### src/rtl/skin_box_finder.sv
// skin_box_finder: scans a stored 20x20 XYZ grid after each DONE rising edge,
// classifies each pixel as skin from its X/Y ranges, and reports the pixel
// count and the bounding box (row/col min/max) of the skin pixels.
// Optional macro SKIN_MASK_STREAM_EN adds a per-pixel skin mask stream
// (MASK_VALID/MASK_BIT/MASK_ADDR).
module skin_box_finder #(
  parameter logic [7:0] X_LO       = 8'd60,
  parameter logic [7:0] X_HI       = 8'd180,
  parameter logic [7:0] Y_LO       = 8'd50,
  parameter logic [7:0] Y_HI       = 8'd170,
  parameter logic [8:0] MIN_PIXELS = 9'd40
) (
  input  logic       CLK,
  input  logic       RESET,
  input  logic       DONE,
  input  logic [7:0] X_IN,
  input  logic [7:0] Y_IN,
  input  logic [7:0] Z_IN,
  output logic       READ,
  output logic [8:0] RD_ADDR,
  output logic [4:0] ROW_MIN,
  output logic [4:0] ROW_MAX,
  output logic [4:0] COL_MIN,
  output logic [4:0] COL_MAX,
  output logic [8:0] SKIN_COUNT,
  output logic       FACE_FOUND,
  output logic       BOX_VALID,
`ifdef SKIN_MASK_STREAM_EN
  output logic       MASK_VALID,
  output logic       MASK_BIT,
  output logic [8:0] MASK_ADDR,
`endif
  output logic       BUSY
);

  localparam logic [1:0] S_IDLE   = 2'd0;
  localparam logic [1:0] S_SCAN   = 2'd1;
  localparam logic [1:0] S_DRAIN  = 2'd2;
  localparam logic [1:0] S_REPORT = 2'd3;

  localparam logic [8:0] LAST_ADDR = 9'd399;
  localparam logic [4:0] LAST_COL  = 5'd19;

  // Z carries no skin information; it is deliberately ignored.
  logic unused_z;
  assign unused_z = ^Z_IN;

  logic [1:0] state_q, state_d;
  logic [8:0] addr_q, addr_d;
  logic [4:0] row_q, row_d, col_q, col_d;
  logic       done_prev_q, done_prev_d;
  logic       armed_q, armed_d;
  logic       vld_p0_q, vld_p0_d;
  logic       flag_p0_q, flag_p0_d;
  logic [4:0] frow_p0_q, frow_p0_d, fcol_p0_q, fcol_p0_d;
  logic [8:0] faddr_p0_q, faddr_p0_d;
  logic [8:0] cnt_q, cnt_d;
  logic [4:0] rmin_q, rmin_d, rmax_q, rmax_d, cmin_q, cmin_d, cmax_q, cmax_d;
  logic [4:0] out_rmin_q, out_rmin_d, out_rmax_q, out_rmax_d;
  logic [4:0] out_cmin_q, out_cmin_d, out_cmax_q, out_cmax_d;
  logic [8:0] out_cnt_q, out_cnt_d;
  logic       face_q, face_d;
  logic       box_valid_q, box_valid_d;
  logic       skin;

  function automatic logic is_skin(input logic [7:0] x, input logic [7:0] y);
    is_skin = (x >= X_LO) && (x <= X_HI) && (y >= Y_LO) && (y <= Y_HI);
  endfunction

  assign skin = is_skin(X_IN, Y_IN);

  // Next-state: scan sequencing, pixel classification, accumulation, report load.
  always_comb begin
    state_d     = state_q;
    addr_d      = addr_q;
    row_d       = row_q;
    col_d       = col_q;
    done_prev_d = DONE;
    // A scan may only start once DONE has been seen low since reset.
    armed_d     = armed_q | ~DONE;
    vld_p0_d    = 1'b0;
    flag_p0_d   = 1'b0;
    frow_p0_d   = frow_p0_q;
    fcol_p0_d   = fcol_p0_q;
    faddr_p0_d  = faddr_p0_q;
    cnt_d       = cnt_q;
    rmin_d      = rmin_q;
    rmax_d      = rmax_q;
    cmin_d      = cmin_q;
    cmax_d      = cmax_q;
    out_rmin_d  = out_rmin_q;
    out_rmax_d  = out_rmax_q;
    out_cmin_d  = out_cmin_q;
    out_cmax_d  = out_cmax_q;
    out_cnt_d   = out_cnt_q;
    face_d      = face_q;
    box_valid_d = 1'b0;

    // Registered flag from the previous edge feeds the accumulators.
    if (vld_p0_q && flag_p0_q) begin
      cnt_d = cnt_q + 9'd1;
      if (frow_p0_q < rmin_q) rmin_d = frow_p0_q;
      if (frow_p0_q > rmax_q) rmax_d = frow_p0_q;
      if (fcol_p0_q < cmin_q) cmin_d = fcol_p0_q;
      if (fcol_p0_q > cmax_q) cmax_d = fcol_p0_q;
    end

    case (state_q)
      S_IDLE: begin
        if (DONE && !done_prev_q && armed_q) begin
          state_d = S_SCAN;
          addr_d  = 9'd0;
          row_d   = 5'd0;
          col_d   = 5'd0;
          cnt_d   = 9'd0;
          rmin_d  = 5'd31;
          rmax_d  = 5'd0;
          cmin_d  = 5'd31;
          cmax_d  = 5'd0;
        end
      end
      S_SCAN: begin
        vld_p0_d   = 1'b1;
        flag_p0_d  = skin;
        frow_p0_d  = row_q;
        fcol_p0_d  = col_q;
        faddr_p0_d = addr_q;
        if (addr_q == LAST_ADDR) begin
          state_d = S_DRAIN;
          addr_d  = 9'd0;
          row_d   = 5'd0;
          col_d   = 5'd0;
        end else begin
          addr_d = addr_q + 9'd1;
          if (col_q == LAST_COL) begin
            col_d = 5'd0;
            row_d = row_q + 5'd1;
          end else begin
            col_d = col_q + 5'd1;
          end
        end
      end
      S_DRAIN: begin
        state_d = S_REPORT;
      end
      default: begin
        state_d     = S_IDLE;
        box_valid_d = 1'b1;
        out_cnt_d   = cnt_q;
        face_d      = (cnt_q != 9'd0) && (cnt_q >= MIN_PIXELS);
        if (cnt_q == 9'd0) begin
          out_rmin_d = 5'd0;
          out_rmax_d = 5'd0;
          out_cmin_d = 5'd0;
          out_cmax_d = 5'd0;
        end else begin
          out_rmin_d = rmin_q;
          out_rmax_d = rmax_q;
          out_cmin_d = cmin_q;
          out_cmax_d = cmax_q;
        end
      end
    endcase
  end

  // Control and reported state, cleared by RESET.
  always_ff @(posedge CLK) begin
    if (RESET) begin
      state_q     <= S_IDLE;
      addr_q      <= 9'd0;
      row_q       <= 5'd0;
      col_q       <= 5'd0;
      done_prev_q <= 1'b0;
      armed_q     <= ~DONE;
      vld_p0_q    <= 1'b0;
      cnt_q       <= 9'd0;
      rmin_q      <= 5'd31;
      rmax_q      <= 5'd0;
      cmin_q      <= 5'd31;
      cmax_q      <= 5'd0;
      out_rmin_q  <= 5'd0;
      out_rmax_q  <= 5'd0;
      out_cmin_q  <= 5'd0;
      out_cmax_q  <= 5'd0;
      out_cnt_q   <= 9'd0;
      face_q      <= 1'b0;
      box_valid_q <= 1'b0;
    end else begin
      state_q     <= state_d;
      addr_q      <= addr_d;
      row_q       <= row_d;
      col_q       <= col_d;
      done_prev_q <= done_prev_d;
      armed_q     <= armed_d;
      vld_p0_q    <= vld_p0_d;
      cnt_q       <= cnt_d;
      rmin_q      <= rmin_d;
      rmax_q      <= rmax_d;
      cmin_q      <= cmin_d;
      cmax_q      <= cmax_d;
      out_rmin_q  <= out_rmin_d;
      out_rmax_q  <= out_rmax_d;
      out_cmin_q  <= out_cmin_d;
      out_cmax_q  <= out_cmax_d;
      out_cnt_q   <= out_cnt_d;
      face_q      <= face_d;
      box_valid_q <= box_valid_d;
    end
  end

  // Stage p0: classified pixel and its coordinates (qualified by vld_p0_q).
  always_ff @(posedge CLK) begin
    flag_p0_q  <= flag_p0_d;
    frow_p0_q  <= frow_p0_d;
    fcol_p0_q  <= fcol_p0_d;
    faddr_p0_q <= faddr_p0_d;
  end

  assign READ       = (state_q == S_SCAN);
  assign RD_ADDR    = addr_q;
  assign BUSY       = (state_q != S_IDLE);
  assign ROW_MIN    = out_rmin_q;
  assign ROW_MAX    = out_rmax_q;
  assign COL_MIN    = out_cmin_q;
  assign COL_MAX    = out_cmax_q;
  assign SKIN_COUNT = out_cnt_q;
  assign FACE_FOUND = face_q;
  assign BOX_VALID  = box_valid_q;

`ifdef SKIN_MASK_STREAM_EN
  assign MASK_VALID = vld_p0_q;
  assign MASK_BIT   = flag_p0_q;
  assign MASK_ADDR  = faddr_p0_q;
`else
  logic unused_faddr;
  assign unused_faddr = ^faddr_p0_q;
`endif

endmodule

### config.mk
export PLATFORM = sky130hd
export DESIGN_NAME = skin_box_finder
export DESIGN_NICKNAME = d
export VERILOG_FILES = /design/src/rtl/skin_box_finder.sv
export SDC_FILE = /design/constraint.sdc
export NUM_CORES = 1
export LEC_CHECK = 0
export ABC_AREA = 1
export CORE_ASPECT_RATIO = 0.7
export CORE_MARGIN = 5
export CORE_UTILIZATION = 55
export CTS_CLUSTER_DIAMETER = 50
export DETAILED_ROUTE_END_ITERATION = 8
export GPL_ROUTABILITY_DRIVEN = 0
export PLACE_DENSITY = 0.81
export RECOVER_POWER = 100
export SETUP_SLACK_MARGIN = 0.3
export SYNTH_ARGS = -nofsm -noshare
export SYNTH_HDL_FRONTEND = slang
export SYNTH_SLANG_ARGS = --single-unit
### constraint.sdc
create_clock -name CLK -period 2.8 [get_ports CLK]
set_input_delay 0.56 -clock CLK [delete_from_list [all_inputs] [get_ports CLK]]
set_output_delay 0.56 -clock CLK [all_outputs]
set_load 0.01 [all_outputs]
==> impl_metrics.env <==
export IMPL_drt_vias_per_instance=5.209
export IMPL_num_antenna_cells=0
export IMPL_synth_top_cells_by_count="124 x sky130_fd_sc_hd__nand2_1, 85 x sky130_fd_sc_hd__dfxtp_1, 71 x sky130_fd_sc_hd__inv_1, 63 x sky130_fd_sc_hd__nor2_1, 56 x sky130_fd_sc_hd__a21oi_1"
export IMPL_average_wire_per_standard_cell_um=12.60
export IMPL_comb_power_share_pct=24.4
export IMPL_critical_path_max_stage_delay_ns=0.62
export IMPL_detailroute_via_count=3943
export IMPL_yosys_top_cells_area="sky130_fd_sc_hd__dfxtp_1 38%, sky130_fd_sc_hd__nand2_1 10%, sky130_fd_sc_hd__ha_1 7.5%"
export IMPL_placed_area_sq_mm=0.005209
export IMPL_row_count=27
export IMPL_h_tree_depth=3
export IMPL_worst_path_max_delay_cell="sky130_fd_sc_hd__dlygate4sd3_1"
export IMPL_netlist_area_pre_place_sq_mm=0.004524
export IMPL_library_cell_with_the_highest_instance_count_after_synthesis="sky130_fd_sc_hd__nand2_1"
export IMPL_initial_antenna_violation_count=0
export IMPL_worstPathCellList="inv_1, ha_1, inv_1, dlygate4sd3_1"
export IMPL_grt_setup_unrepaired="false"
export IMPL_cts_repair_timing_setup_buffer_count=0
export IMPL_worstPathArrival_ns=1.81
export IMPL_seq_power_share_pct=44.8
export IMPL_clk_pin_slew_worst_paths_ns=0.06
export IMPL_max_vdd_ir_drop_mv=0.4989
export IMPL_initial_utilization_pct=56.99
export IMPL_synthCells=591
export IMPL_mappedNetlistNets=645
export IMPL_timing_final_setup_violations=0
export IMPL_cp_max_fo=4
export IMPL_grt_start_max_net_pins=47
export IMPL_numCtsBuffers=9
export IMPL_crit_path_end_kind="output port"
export IMPL_synth_top_cell_area_share_pct=37.61
export IMPL_power_switching_share_pct=31.00
export IMPL_overflow=0
export IMPL_grt_first_pass_wirelength_um=16930
export IMPL_r2r_start="state_q[1]"
export IMPL_cts_num_sinks=95
export IMPL_worst_skew_pair_late_latency_ns=0.34
export IMPL_finalSetupTns_ns=0
export IMPL_max_clock_freq_ghz=0.4225
export IMPL_max_cap_viol_count=0
export IMPL_chipWidth_um=118.4
export IMPL_ant_nets=0
export IMPL_synth_top_flop_cell="sky130_fd_sc_hd__dfxtp_1"
export IMPL_status="completed"
export IMPL_clock_skew_ns=0.007056
export IMPL_drt_pass1_iterations=4
export IMPL_cts_hold_buffers_added=0
export IMPL_p_clk_share_pct=30.7
export IMPL_drtIter0Drc=209
export IMPL_input_output_buffers=60
export IMPL_synthToLayoutAreaGrowth_pct=20.44
export IMPL_p_leak_nw=2.493
export IMPL_tritoncts="built"
export IMPL_post_route_min_period_ns=2.367
export IMPL_synth_area_leader_cell="sky130_fd_sc_hd__dfxtp_1"
export IMPL_postSynthRegisterBits=95
export IMPL_critical_path_top_cell_by_count="sky130_fd_sc_hd__inv_1"
export IMPL_maxSlewHeadroom_pct=39.46
export IMPL_final_hpwl_dp_um=7143
export IMPL_synth_edf_count=10
export IMPL_io_pins=69
export IMPL_globalRouteTotalUtil_pct=20.02
export IMPL_final_cycle_utilization_of_the_critical_path_pct=84.53
export IMPL_switchingPower_mw=1.160
export IMPL_synth_warnings=0
export IMPL_area_of_the_die_sq_mm=0.01017
export IMPL_post_syn_area_per_cell_sq_um=7.655
export IMPL_vias_in_the_first_global_route=3857
export IMPL_worstHoldPathType="flop to flop"
export IMPL_die_y_um=85.89
export IMPL_num_fill_cells=662
export IMPL_worst_setup_path_startpoint="state_q[0]"
export IMPL_maxSlewViolCount=0
export IMPL_min_delay_start="rmax_q[3]"
export IMPL_number_of_resized_instances_in_the_post_cts_repair_step=0
export IMPL_cp_data_required_time_ns=2.24
export IMPL_timing_final_hold_violations=0
export IMPL_synth_distinct_cells=40
export IMPL_synth_seq_area_share_pct=44.25
export IMPL_core_area_sq_mm=0.007939
export IMPL_detail_route_wirelength_um=9536
export IMPL_drc_errors=0
export IMPL_clock_path_buffers=2
export IMPL_timing_worst_slew_pin_value_ns=0.9080
export IMPL_timing_worst_setup_path_type="flop to output port"
export IMPL_final_cell_area_sq_mm=0.005449
export IMPL_nets=705
export IMPL_pwr_density_cell_mw_per_mm2=686.4
export IMPL_share_of_post_route_cells_with_drive_strength_above_1_pct=4.573
export IMPL_clockRootBuffer="sky130_fd_sc_hd__clkbuf_16"
export IMPL_synth_async_reset_ratio_pct=0
export IMPL_critical_path_startpoint_type="flop"
export IMPL_internal_power_mw=2.581
power by group through the flow:
| stage | combinational [mW] | clock (mW) | sequential [mW] |
|---|---|---|---|
| 2_1_floorplan | 0.606 | 0 | 1.71 |
| 3_3_place_gp | 0.949 | 0 | 1.70 |
| 3_5_place_dp | 0.979 | 0 | 1.71 |
| 4_1_cts | 0.988 | 1.18 | 1.68 |
| 5_1_grt | 1.06 | 1.24 | 1.70 |
| 6_report | 0.913 | 1.15 | 1.68 |
cell usage in the layout, fill, tap and decap left out, types with 2 or more instances in the layout:
| cell type | n |
|---|---|
| sky130_fd_sc_hd__nand3_1 | 24 |
| sky130_fd_sc_hd__nand2_1 | 130 |
| sky130_fd_sc_hd__nor3_1 | 9 |
| sky130_fd_sc_hd__xor2_1 | 4 |
| sky130_fd_sc_hd__nand3_2 | 2 |
| sky130_fd_sc_hd__a21oi_1 | 56 |
| sky130_fd_sc_hd__buf_4 | 2 |
| sky130_fd_sc_hd__nand2_2 | 2 |
| sky130_fd_sc_hd__nand2_4 | 4 |
| sky130_fd_sc_hd__clkdlybuf4s50_1 | 16 |
| sky130_fd_sc_hd__dfxtp_1 | 85 |
| sky130_fd_sc_hd__clkbuf_16 | 9 |
| sky130_fd_sc_hd__edfxtp_1 | 10 |
| sky130_fd_sc_hd__nand4_1 | 18 |
| sky130_fd_sc_hd__clkinv_1 | 3 |
| sky130_fd_sc_hd__clkbuf_1 | 3 |
| sky130_fd_sc_hd__inv_1 | 74 |
| sky130_fd_sc_hd__nor2_1 | 63 |
| sky130_fd_sc_hd__o21ai_0 | 47 |
| sky130_fd_sc_hd__ha_1 | 27 |
| sky130_fd_sc_hd__clkinv_2 | 2 |
| sky130_fd_sc_hd__or2_0 | 2 |
| sky130_fd_sc_hd__dlygate4sd3_1 | 44 |
through the flow:
| step | instances | hold WS, ns | util (%) | power [mW] | setup WS [ns] |
|---|---|---|---|---|---|
| floorplan | 591 | 0.4382 | - | 2.316 | 1.165 |
| global placement | 741 | 0.4489 | 65.61 | 2.645 | 0.7338 |
| detailed placement | 741 | 0.4527 | 65.61 | 2.687 | 0.6556 |
| CTS | 757 | 0.4613 | 69.14 | 3.851 | 0.4449 |
| global route | 757 | 0.4983 | 68.64 | 3.998 | 0.2092 |
| finish | 757 | 0.4626 | 68.64 | 3.740 | 0.4332 |
routing by layer:
metal / vias to the layer above / global-route usage [%] / share of wire [%]
met4: 0 / 6.591 / 1.4
li1: 2048 / - / -
met3: 16 / 6.526 / 5.8
met2: 86 / 33.79 / 47
met5: - / 0 / 0
met1: 1793 / 24.40 / 46
worst paths after layout:
check,endpoint,slack [ns],cells after the start
worst max-delay path,BUSY,0.43,4
worst min register to register,ROW_MAX[3],0.46,2
worst max register to register,RD_ADDR[8],0.47,9
worst min-delay path,ROW_MAX[3],0.46,2
critical path: cells and delay by family (launching register included):
family     cells  cell delay, ns
fa+ha+maj      1            0.25
buf+inv        3            0.84
flops          1            0.37
flip-flops by register name (all words and copies together) (netlist names):
register,flops
fcol_p0_q,5
COL_MAX,5
cmax_q,5
vld_p0_q,1
SKIN_COUNT,9
armed_q,1
COL_MIN,5
rmin_q,5
done_prev_q,1
col_q,5
ROW_MAX,5
BOX_VALID,1
flag_p0_q,1
RD_ADDR,9
row_q,5
state_q,2
ROW_MIN,5
FACE_FOUND,1
frow_p0_q,5
cnt_q,9
rmax_q,5
cmin_q,5
kinds of logic (layout without fill, tap and decap cells):
logic type / after synthesis / after routing / synth area share (%)
simple gates: 261 / 261 / 26.16
compound gates: 111 / 111 / 12.97
flops: 95 / 95 / 44.25
buf+inv: 92 / 157 / 8.186
fa+ha+maj: 27 / 27 / 7.467
xor+xnor: 5 / 5 / 0.9679
final cells by class:
type / instances / area (sq um) / area share [%]
timing repair buffer: 65 / 628.1 / 11.53
clock inverter: 6 / 51.30 / 0.9414
inverter: 76 / 290.3 / 5.327
multi-input combinational: 404 / 2122 / 38.94
tap: 101 / 126.4 / 2.319
sequential: 95 / 2002 / 36.74
clock buffer: 10 / 229.0 / 4.202
(Power assumes the default switching activity.)
